--- src/rtl/instr_fetch_if.sv ---
// Fetch-stage bus bundle: memory read port plus the instruction handoff to decode.
// Combinational wiring only, no latency of its own.
// Backpressure is carried by instr_ready from the consumer side.
interface instr_fetch_if #(
    parameter int ADDR_W = 4,
    parameter int DATA_W = 8,
    parameter int OPC_W  = 4
);
    logic [ADDR_W-1:0]       mem_addr;
    logic                    mem_rw;
    logic [DATA_W-1:0]       mem_data;
    logic                    instr_valid;
    logic                    instr_ready;
    logic [OPC_W-1:0]        opcode;
    logic [DATA_W-OPC_W-1:0] operand;
    logic [ADDR_W-1:0]       instr_pc;

    // Fetch unit side: drives the memory address and presents instructions.
    modport master (
        output mem_addr, mem_rw, instr_valid, opcode, operand, instr_pc,
        input  mem_data, instr_ready
    );

    // Memory plus decode side: returns read data and accepts instructions.
    modport slave (
        input  mem_addr, mem_rw, instr_valid, opcode, operand, instr_pc,
        output mem_data, instr_ready
    );
endinterface

--- src/rtl/instr_fetch.sv ---
// Instruction fetch: walks a PC over a synchronous-read memory and hands bytes to decode.
// Latency: address out to instr_valid is 2 cycles; best case one instruction every 3 cycles.
// Backpressure: the instruction is held stable in HOLD until instr_ready; the PC does not advance meanwhile.
module instr_fetch #(
    parameter int              ADDR_W   = 4,
    parameter int              DATA_W   = 8,
    parameter int              OPC_W    = 4,
    parameter logic [OPC_W-1:0] HALT_OP = 4'hF,
    parameter int              RESET_PC = 0
) (
    input  logic              clk,
    input  logic              clr,
    instr_fetch_if.master     bus,
    input  logic              jump_en,
    input  logic [ADDR_W-1:0] jump_addr,
    output logic [ADDR_W-1:0] pc,
    output logic              halted,
    output logic [7:0]        fetch_count
);

    typedef enum logic [1:0] {
        S_FETCH  = 2'd0,
        S_WAIT   = 2'd1,
        S_HOLD   = 2'd2,
        S_HALTED = 2'd3
    } state_t;

    localparam logic [ADDR_W-1:0] PC_INIT = ADDR_W'(RESET_PC);

    state_t                  state;
    state_t                  state_nxt;
    logic [ADDR_W-1:0]       pc_q;
    logic [OPC_W-1:0]        opc_q;
    logic [DATA_W-OPC_W-1:0] opr_q;
    logic [ADDR_W-1:0]       ipc_q;
    logic [7:0]              cnt_q;
    logic                    accept;

    // A held instruction is taken only while it is actually on offer.
    assign accept = (state == S_HOLD) && bus.instr_ready;

    // State register; reset drops any held instruction immediately.
    always_ff @(posedge clk or negedge clr) begin
        if (!clr) begin
            state <= S_FETCH;
        end else begin
            state <= state_nxt;
        end
    end

    // Next state: a jump overrides everything and restarts fetching.
    always_comb begin
        state_nxt = state;
        if (jump_en) begin
            state_nxt = S_FETCH;
        end else begin
            case (state)
                S_FETCH:  state_nxt = S_WAIT;
                S_WAIT:   state_nxt = S_HOLD;
                S_HOLD: begin
                    if (bus.instr_ready) begin
                        state_nxt = (opc_q == HALT_OP) ? S_HALTED : S_FETCH;
                    end
                end
                S_HALTED: state_nxt = S_HALTED;
                default:  state_nxt = S_FETCH;
            endcase
        end
    end

    // PC and instruction capture; a jump in WAIT discards the returning byte.
    always_ff @(posedge clk or negedge clr) begin
        if (!clr) begin
            pc_q  <= PC_INIT;
            opc_q <= '0;
            opr_q <= '0;
            ipc_q <= '0;
        end else if (jump_en) begin
            pc_q <= jump_addr;
        end else if (state == S_WAIT) begin
            opc_q <= bus.mem_data[DATA_W-1 -: OPC_W];
            opr_q <= bus.mem_data[DATA_W-OPC_W-1:0];
            ipc_q <= pc_q;
            pc_q  <= pc_q + 1'b1;
        end
    end

    // Delivered-instruction counter, saturating; acceptance counts even alongside a jump.
    always_ff @(posedge clk or negedge clr) begin
        if (!clr) begin
            cnt_q <= '0;
        end else if (accept && (cnt_q != 8'hFF)) begin
            cnt_q <= cnt_q + 8'd1;
        end
    end

    // Outputs decoded from state and registers; the memory is only ever read.
    always_comb begin
        bus.mem_addr    = pc_q;
        bus.mem_rw      = 1'b0;
        bus.instr_valid = (state == S_HOLD);
        bus.opcode      = opc_q;
        bus.operand     = opr_q;
        bus.instr_pc    = ipc_q;
        pc              = pc_q;
        halted          = (state == S_HALTED);
        fetch_count     = cnt_q;
    end

endmodule

--- src/flat_wrapper.sv ---
// flat-port wrapper written by rule: the top's interface ports become plain ports
module instr_fetch_flat 
#(
    parameter int              ADDR_W   = 4,
    parameter int              DATA_W   = 8,
    parameter int              OPC_W    = 4,
    parameter logic [OPC_W-1:0] HALT_OP = 4'hF,
    parameter int              RESET_PC = 0
)
  (clk, clr, jump_en, jump_addr, pc, halted, fetch_count, bus_mem_addr, bus_mem_rw, bus_instr_valid, bus_opcode, bus_operand, bus_instr_pc, bus_mem_data, bus_instr_ready);
  instr_fetch_if #(.ADDR_W(ADDR_W), .DATA_W(DATA_W), .OPC_W(OPC_W)) bus_i ();
  input  logic clk;
  input  logic clr;
  input  logic jump_en;
  input  logic [ADDR_W-1:0] jump_addr;
  output logic [ADDR_W-1:0] pc;
  output logic halted;
  output logic [7:0] fetch_count;
  output wire logic [$bits(bus_i.mem_addr)-1:0] bus_mem_addr;
  output wire logic [$bits(bus_i.mem_rw)-1:0] bus_mem_rw;
  output wire logic [$bits(bus_i.instr_valid)-1:0] bus_instr_valid;
  output wire logic [$bits(bus_i.opcode)-1:0] bus_opcode;
  output wire logic [$bits(bus_i.operand)-1:0] bus_operand;
  output wire logic [$bits(bus_i.instr_pc)-1:0] bus_instr_pc;
  input wire logic [$bits(bus_i.mem_data)-1:0] bus_mem_data;
  input wire logic [$bits(bus_i.instr_ready)-1:0] bus_instr_ready;
  assign bus_mem_addr = bus_i.mem_addr;
  assign bus_mem_rw = bus_i.mem_rw;
  assign bus_instr_valid = bus_i.instr_valid;
  assign bus_opcode = bus_i.opcode;
  assign bus_operand = bus_i.operand;
  assign bus_instr_pc = bus_i.instr_pc;
  assign bus_i.mem_data = bus_mem_data;
  assign bus_i.instr_ready = bus_instr_ready;
  instr_fetch #(.ADDR_W(ADDR_W), .DATA_W(DATA_W), .OPC_W(OPC_W), .HALT_OP(HALT_OP), .RESET_PC(RESET_PC)) u_core (.clk(clk), .clr(clr), .bus(bus_i), .jump_en(jump_en), .jump_addr(jump_addr), .pc(pc), .halted(halted), .fetch_count(fetch_count));
endmodule
--- config.mk ---
export PLATFORM = sky130hd
export DESIGN_NAME = instr_fetch_flat
export DESIGN_NICKNAME = d
export VERILOG_FILES = /design/src/rtl/instr_fetch_if.sv /design/src/rtl/instr_fetch.sv /design/src/flat_wrapper.sv
export SDC_FILE = /design/constraint.sdc
export NUM_CORES = 1
export LEC_CHECK = 0
export ABC_AREA = 1
export CORE_MARGIN = 4
export CORE_UTILIZATION = 38
export CTS_BUF_LIST = sky130_fd_sc_hd__clkbuf_16
export DETAILED_ROUTE_END_ITERATION = 8
export PLACE_DENSITY = 0.77
export SYNTH_ARGS = -nofsm -noshare
export SYNTH_HDL_FRONTEND = slang
export SYNTH_SLANG_ARGS = --single-unit
--- constraint.sdc ---
create_clock -name clk -period 2.48 [get_ports clk]
set_input_delay 0.372 -clock clk [delete_from_list [all_inputs] [get_ports clk]]
set_output_delay 0.372 -clock clk [all_outputs]
set_load 0.03 [all_outputs]
==> results.py <==
metrics = {
    "status": {
        "outcome": "finished clean",
    },
    "critical_path": {
        "cp-end-kind": "output pin",
        "critPathBufInv": 2,
        "cpLargestDelayFamily": "buffers and inverters",
        "crit_slowest_cell": "clkdlybuf4s50_1",
        "cpPeakStageDelay_ns": 0.69,
        "arrival_ns": 1.64,
        "timing.rr.start": "u_core.state[1]",
        "worstSetupStartpoint": "u_core.state[1]",
        "critPathLaunchType": "flop",
        "cp.required_ns": 2.11,
        "path_cells": "inv_1 > nor2_1 > clkdlybuf4s50_1",
        "crit_fanout": 5,
        "path_class": "reg2out",
    },
    "routing": {
        "wl_met2_um": 1350,
        "finalWirelength_um": 2920,
        "route.vias.total": 1154,
        "wl_per_cell_um": 11.5,
        "vias_per_cell": 4.56,
        "drc": 0,
        "drt_iter0_markers": 55,
        "wl_met3_um": 163,
        "wl_met1_um": 1370,
        "first_pass_iters": 4,
        "ant_nets": 0,
        "dr.max_layer_used": "met4",
    },
    "timing": {
        "fmax_mhz": 497,
        "tns_ns": 0,
        "slew_viol_final": 0,
        "clock_skew_ns": 0.00179,
        "rsz0062_at_grt": "no",
        "period_share_pct": 81.2,
        "hold_violations": 0,
        "finalSetupViolCount": 0,
        "final.setup.worst_slack_ns": 0.467,
        "finalCriticalPeriod_ns": 2.01,
    },
    "synthesis": {
        "synth_seq_area_share_pct": 49.2,
        "yosysWarnings": 0,
        "synthesis.area_mm2": 0.00132,
        "synth_edf_count": 0,
        "async_flop_share_pct": 100,
        "synth.distinct_cells": 28,
        "synthFlopType": "dfrtp_1",
        "avgSynthCellArea_um2": 8.06,
        "synth_nets": 182,
        "synth.ff_latch_count": 26,
        "synthCells": 164,
    },
    "clock_tree": {
        "clk_pin_slew_worst_paths_ns": 0.07,
        "worstSkewPairLatency_ns": 0.26,
        "post-cts-setup-buffers": 0,
        "htree_num_levels": 1,
        "clk_path_buf_depth": 2,
        "cts_num_sinks": 26,
        "cts_tree": "built",
        "post_cts_resized": 0,
        "cts_hold_buffers": 0,
        "ctsRootBufferMaster": "clkbuf_16",
        "cts_made_buffers": 3,
    },
    "placement": {
        "post_dp_cell_area_mm2": 0.00178,
        "hpwl_um": 2150,
        "preCtsSetupSlack_ns": 0.657,
        "port_buffers": 45,
        "gp_congestion": 0.808,
    },
    "layout": {
        "final_nets": 226,
        "area_growth_pct": 42.7,
        "design_area_mm2": 0.00189,
        "diodes": 0,
        "drive_gt1_share_pct": 7.73,
    },
    "floorplanning": {
        "row_count": 21,
        "core_mm2": 0.00334,
        "start_util_pct": 39.6,
        "die_area_mm2": 0.00448,
        "io_pins": 47,
        "die_x_um": 67.0,
        "fp.dieH_um": 67.0,
    },
    "pwr": {
        "vdd_drop_max_mv": 0.533,
        "p_per_area_mw_per_mm2": 946,
        "leakagePower_uw": 0.000884,
    },
    "global_routing": {
        "gr-usage-all-layers_pct": 14.2,
        "grt_pass1_vias": 1096,
        "overflow": 0,
        "grt_max_degree": 27,
        "antenna_found_initial": 0,
        "grt_pass1_wl_um": 4920,
    },
    "run": {
        "drv_cap": 0,
    },
    "min_path": {
        "hold_class": "in2async",
    },
}
[logic make-up after synthesis]
logic type,synth area share (%)
buffers and inverters,9.00
DFF,49.2
other,0.284
xor gates and xnor gates,2.65
adders and majority gates,1.89
AOI/OAI and AO/OA,5.78
and+or+nand+nor,31.2
[state kept, by name, indices dropped and copies added, names as in the netlist]
register / count
u_core.bus.operand: 4
u_core.bus.instr_pc: 4
u_core.fetch_count: 8
u_core.state: 2
u_core.bus.opcode: 4
u_core.bus.mem_addr: 4
[final cells by class]
class | instances | area [um^2]
fill | 305 | 1450
sequential | 26 | 651
multi-input combinational | 115 | 552
timing repair buffer | 46 | 458
clock buffer | 3 | 75.1
inverter | 16 | 62.6
tap | 46 | 57.6
clock inverter | 1 | 30.0
[where the power goes]
part | switching [uW] | internal [uW]
logic | 396 | 287
clock network | 154 | 322
registers | 101 | 524
total | 651 | 1130
[cells in the final DEF, fill, tap and decap left out, types with 3 or more instances in the layout]
master and n:
nand2_1 70, clkdlybuf4s50_1 45, dfrtp_1 26, inv_1 12, nor2_1 8, nand3_1 8
o21ai_0 4, inv_2 3, xnor2_1 3, a21oi_1 3, clkbuf_16 3
[worst reg2reg max path: stages, from the launching register on]
cell and delay, ns:
dfrtp_1 0.44, inv_1 0.11, nand3_2 0.27, or2_1 0.33, o21a_1 0.10
[per-stage QoR]
stage | std cells | util, % | power (uW) | hold WS (ns)
floorplan | 164 | - | 1030 | 0.0764
global placement | 249 | 53.4 | 1310 | 0.472
detailed placement | 249 | 53.4 | 1320 | 0.464
CTS | 253 | 56.5 | 1800 | 0.482
global route | 253 | 56.5 | 1880 | 0.494
finish | 253 | 56.5 | 1780 | 0.470
[cell usage after synthesis, types with 2 or more instances]
| cell type | n | area [um^2] |
|---|---|---|
| ha_1 | 2 | 25.0 |
| inv_1 | 12 | 45.0 |
| a21oi_1 | 3 | 15.0 |
| nor2_1 | 8 | 30.0 |
| o21ai_0 | 4 | 20.0 |
| nand4_1 | 2 | 12.5 |
| xnor2_1 | 3 | 26.3 |
| nand2_2 | 2 | 12.5 |
| inv_2 | 3 | 11.3 |
| nand2_1 | 70 | 263 |
| dfrtp_1 | 26 | 651 |
| buf_4 | 6 | 45.0 |
| nand3_1 | 8 | 40.0 |
[per-layer routing]
layer | track usage [%] | up-vias
met3 | 4.05 | 5
met2 | 22.4 | 27
met5 | 0 | -
li1 | - | 588
met1 | 18.7 | 534
met4 | 4.56 | 0
[path summary, 6_finish.rpt]
kind	depth (start not counted)	slack, ns	end
setup / recovery	3	0.47	bus_instr_valid
hold / removal	2	0.47	u_core.fetch_count[6]
setup reg to reg	4	1.12	u_core.bus.instr_pc[0]
hold reg to reg	2	0.48	u_core.bus.operand[1]
max in group asynchronous	2	1.77	u_core.fetch_count[4]
min in group clk	2	0.48	u_core.bus.operand[1]
Note: power is estimated with default switching activity, not from simulation.
